==> src/rtl/data_mem_arbiter.sv <==
// Two-requester arbiter for the single-port data_mem: registered grant/command stage, read-return routing, lock bursts.
// Define DATA_MEM_ARB_FIXED_PRIO_EN for fixed priority (requester 0 wins); default is round-robin.
module data_mem_arbiter #(
  parameter int DATA_WIDTH = 8,
  parameter int ADDR_WIDTH = 8
) (
  input  logic                    clk,
  input  logic                    rst,
  input  logic                    req0,
  input  logic                    req1,
  input  logic                    we0,
  input  logic                    we1,
  input  logic                    lock0,
  input  logic                    lock1,
  input  logic [ADDR_WIDTH-1:0]   addr0,
  input  logic [ADDR_WIDTH-1:0]   addr1,
  input  logic [2*DATA_WIDTH-1:0] wdata0,
  input  logic [2*DATA_WIDTH-1:0] wdata1,
  output logic                    gnt0,
  output logic                    gnt1,
  output logic                    rvalid0,
  output logic                    rvalid1,
  output logic [DATA_WIDTH-1:0]   rdata0,
  output logic [DATA_WIDTH-1:0]   rdata1,
  output logic                    mem_we,
  output logic [ADDR_WIDTH-1:0]   mem_w_addr,
  output logic [ADDR_WIDTH-1:0]   mem_r_addr,
  output logic [2*DATA_WIDTH-1:0] mem_w_data,
  input  logic [DATA_WIDTH-1:0]   mem_r_data
);

  typedef enum logic [1:0] {
    OWN_NONE = 2'd0,
    OWN_0    = 2'd1,
    OWN_1    = 2'd2
  } owner_e;

  owner_e                  owner;
  logic                    pend_rd0;
  logic                    pend_rd1;
  logic                    elig0;
  logic                    elig1;
  logic                    win0;
  logic                    win1;
  logic                    sel_we;
  logic                    sel_lock;
  logic [ADDR_WIDTH-1:0]   sel_addr;
  logic [2*DATA_WIDTH-1:0] sel_wdata;

`ifndef DATA_MEM_ARB_FIXED_PRIO_EN
  logic rr;
`endif

  // A requester showing gnt this cycle is still presenting the request just consumed.
  assign elig0 = req0 && !gnt0 && (owner != OWN_1);
  assign elig1 = req1 && !gnt1 && (owner != OWN_0);

  always_comb begin
    // NOTE: every always_comb output gets a default first so no path can infer a latch.
    win0 = 1'b0;
    win1 = 1'b0;
`ifdef DATA_MEM_ARB_FIXED_PRIO_EN
    win0 = elig0;
    win1 = elig1 && !elig0;
`else
    if (!rr) begin
      win0 = elig0;
      win1 = elig1 && !elig0;
    end else begin
      win1 = elig1;
      win0 = elig0 && !elig1;
    end
`endif
  end

  assign sel_we    = win1 ? we1    : we0;
  assign sel_lock  = win1 ? lock1  : lock0;
  assign sel_addr  = win1 ? addr1  : addr0;
  assign sel_wdata = win1 ? wdata1 : wdata0;

  assign rdata0 = mem_r_data;
  assign rdata1 = mem_r_data;

  always_ff @(posedge clk) begin
    if (rst) begin
      gnt0       <= 1'b0;
      gnt1       <= 1'b0;
      rvalid0    <= 1'b0;
      rvalid1    <= 1'b0;
      pend_rd0   <= 1'b0;
      pend_rd1   <= 1'b0;
      mem_we     <= 1'b0;
      mem_w_addr <= '0;
      mem_r_addr <= '0;
      mem_w_data <= '0;
      owner      <= OWN_NONE;
`ifndef DATA_MEM_ARB_FIXED_PRIO_EN
      rr         <= 1'b0;
`endif
    end else begin
      // NOTE: non-blocking assignments so every register here samples pre-edge values.
      gnt0       <= win0;
      gnt1       <= win1;
      rvalid0    <= pend_rd0;
      rvalid1    <= pend_rd1;
      pend_rd0   <= win0 && !we0;
      pend_rd1   <= win1 && !we1;
      mem_we     <= (win0 || win1) && sel_we;
      mem_w_data <= '0;
      if (win0 || win1) begin
        if (sel_we) begin
          mem_w_addr <= sel_addr;
          mem_w_data <= sel_wdata;
        end else begin
          mem_r_addr <= sel_addr;
        end
        owner <= sel_lock ? (win1 ? OWN_1 : OWN_0) : OWN_NONE;
`ifndef DATA_MEM_ARB_FIXED_PRIO_EN
        // Pointer moves to the other requester, but is frozen during a locked burst.
        if (owner == OWN_NONE) rr <= win0;
`endif
      end
    end
  end

endmodule

==> config.mk <==
export PLATFORM = sky130hd
export DESIGN_NAME = data_mem_arbiter
export DESIGN_NICKNAME = d
export VERILOG_FILES = /design/src/rtl/data_mem_arbiter.sv
export SDC_FILE = /design/constraint.sdc
export NUM_CORES = 1
export LEC_CHECK = 0
export ABC_AREA = 1
export BUFFER_PORTS_ARGS = -buffer_cell sky130_fd_sc_hd__buf_4
export CAP_MARGIN = 20
export CORE_MARGIN = 2
export CORE_UTILIZATION = 30
export CTS_CLUSTER_SIZE = 30
export DETAILED_ROUTE_END_ITERATION = 6
export PLACE_DENSITY = 0.65
export SYNTH_ARGS = -nofsm -noshare
export SYNTH_HDL_FRONTEND = slang
export SYNTH_SLANG_ARGS = --single-unit
==> constraint.sdc <==
create_clock -name clk -period 1.45 [get_ports clk]
set_input_delay 0.29 -clock clk [delete_from_list [all_inputs] [get_ports clk]]
set_output_delay 0.29 -clock clk [all_outputs]
set_load 0.05 [all_outputs]
==> impl_results.md <==
- Top cells by count, synth: nand2_1 (89), inv_1 (58), dfxtp_1 (42)
- Placement Setup Slack: -23.7 ps
- NumNets Final: 460
- Final instance area: 3050 sq um
- Dominant synthesized flop cell: dfxtp_1
- GP Congestion: 0.797
- ANT cells: 0
- Core Area: 6760 sq um
- Syn-to-layout area delta: 47.1%
- Fill cells: 715
- Design Power: around 3.5 mW
- Mapped cell area: between 2000 and 2500 sq um
- Maximum clock frequency: 714 MHz
- Hold_ws: 178 ps
- Final Hold Fails: 0
- Post-Synthesis Net Count: 364
- R2R setup slack: approximately 50 ps
- Crit Path Max Fanout: 4
- Clock skew: 6.07 ps
- Syn_area_per_cell: 6.91 sq um
- Final Non-Filler Cells: between 400 and 500
- Clk slew on worst S/H paths: 80 ps
- Routed wire length: 5510 um
- Initial Utilization: 30.7%
- Peak supply drop: approximately 0.39 mV
- Startpoint types: flip-flop
- Post-synth top area cell: dfxtp_1
- RSZ-0062 raised after global routing: true
- Dpl hpwl: between 4000 and 5000 um
- Largest net degree at the start of global routing: 19
- CP arrival: roughly 1600 ps
- Die footprint: ~7600 sq um
- Synth Instances: 300
- Asr flop ratio synth: 0%
- Placed Cells: about 460
- Leading post-synthesis cells by cell area: dfxtp_1 (41%), nand2_1 (16%), inv_1 (11%)
- Latest clock arrival within the worst-skew pair: 300 ps
- Tightest Pin Transition: 247 ps
- Vias: approximately 2.0k
- Status: finished clean
- Routed Antenna Nets: 0
- Share of layout cells above drive strength 1: 40.9%
- CTS tree: yes
- # DRC: 0
- Ports: 117
- Input/output buffers: 92
- Vias per cell: 4.28
- Die span in y: 87.1 um
- Setup_tns: 0 ps
- Num CTS Buffers: 5
- Util after Layout: ~45%
- DR pass1 iterations: 4
- # rows: 30
- Seq/Total Area, Yosys: between 40% and 50%
- Yosys top cell area share: 40.6%
- Number of global-route vias before repair: 1952
- CTS H-tree depth: 2
- Endpoints failing setup: 0
- First-pass GRT wire length: between 8000 and 9000 um
- Worst Path Class, Setup: reg2reg
- Drt wl/cell: 11.6 um
- Minimum clock period: 1400 ps
- Count of cell types in the netlist: 24
- Setup crit end kind: flip-flop
- P per Cell Area: around 1100 nW/um^2
- Max-slew headroom: 83.5%
- Clk root buf: clkbuf_8
- Top-count cell post-synth: nand2_1
- Worst-case clock buffer depth: 2
- CTS Hold Bufs: 0
- GR Overflow Total: 0
- Final-report max-slew violation count: 0
- Setup WS post-layout: 49.0 ps
- Tot GR Track Use: between 10% and 20%
- CTS sink count: 42
- Die extent in x: 87.1 um
- Post-synth EDFFs: 0
- Initial antenna violation count: 0
- Leak: ~1.6 nW
- Max Cap Viol: 0
- Worst path required time: 1650 ps
- Register area: 846 sq um
- Placed Area: around 2800 sq um
- Worst min path class: in2reg
- Area of the multi-input gates: ~900 sq um
- FF+latch count, synth: 42
- DRT iter0 DRCs: 41
- Crit share post-route: 96.6%
- Synth Warn #: 0
-- critical path, stage by stage (launching register included) --
cell,delay (ps)
dfxtp_2,330
inv_2,70
nor2_2,50
nor2_4,140
buf_6,130
nand3b_1,160
buf_6,170
nand2_4,80
nand3_2,60
nand2_1,70
nor2_1,40
-- state kept, by name (all words and copies together) (netlist names) --
signal,count
rr,1
mem_we,1
gnt0,1
mem_w_data,16
pend_rd0,1
rvalid0,1
owner,2
mem_r_addr,8
rvalid1,1
gnt1,1
mem_w_addr,8
pend_rd1,1
-- logic make-up after synthesis --
kind of cell | after synthesis | synth area share, %
buf+inv | 86 | 20.2
flops | 42 | 40.6
compound gates | 21 | 7.00
simple gates | 151 | 32.2
-- placed cells by master, fill, tap and decap left out, types with 2 or more instances in the layout --
cell,synthesis,layout
buf_4,19,108
nand2_1,89,83
inv_1,58,56
dfxtp_1,42,38
nand3_1,25,21
nor2_1,23,19
a21oi_2,9,9
nand2_2,5,8
a21oi_1,8,8
nand2_4,2,5
clkbuf_8,0,5
nor2_2,1,4
nand3_4,2,4
nand3_2,1,4
dfxtp_2,0,4
buf_6,3,4
inv_2,2,3
nor3_1,2,2
clkbuf_1,1,2
-- routing by layer --
metal  up-vias  share of wire, %  GRT usage, %
met4         0               1.6          6.29
met5         -                 0             0
li1       1066                 -             -
met2        85                47          25.4
met3         9                11          6.64
met1       879                40          15.2
-- area by class of cell --
type,count,area share (%)
Multi-Input combinational cell,174,30.3
Inverter,60,7.47
Clock buffer,7,2.50
Sequential cell,42,27.7
Tap cell,80,3.28
Timing Repair Buffer,113,28.7
-- power by group --
| part | leakage [nW] | internal (mW) | total [mW] | switching, mW |
|---|---|---|---|---|
| Combinational | 1.26 | 0.520 | 1.40 | 0.880 |
| Sequential | 0.346 | 1.27 | 1.32 | 0.0531 |
| Clock | 0.0383 | 0.332 | 0.730 | 0.398 |
-- timing repair --
action,CTS,global route
endpoints found under the setup margin,3,37
gates resized for setup,1,31
pin swaps,0,5
gates cloned,0,2
buffers inserted,0,5
-- path summary, 6_finish.rpt --
kind                                                   end  cells after the start             startpoint
worst min-delay path                   pend_rd0$_SDFF_PP0_                      2                    we0
worst max register to register  mem_r_addr[7]$_SDFFE_PP0P_                     10  owner[0]$_SDFFE_PP0P_
worst max-delay path            mem_r_addr[7]$_SDFFE_PP0P_                     10  owner[0]$_SDFFE_PP0P_
worst min register to register          rvalid0$_SDFF_PP0_                      2    pend_rd0$_SDFF_PP0_
Note: power is estimated with default switching activity, not from simulation.
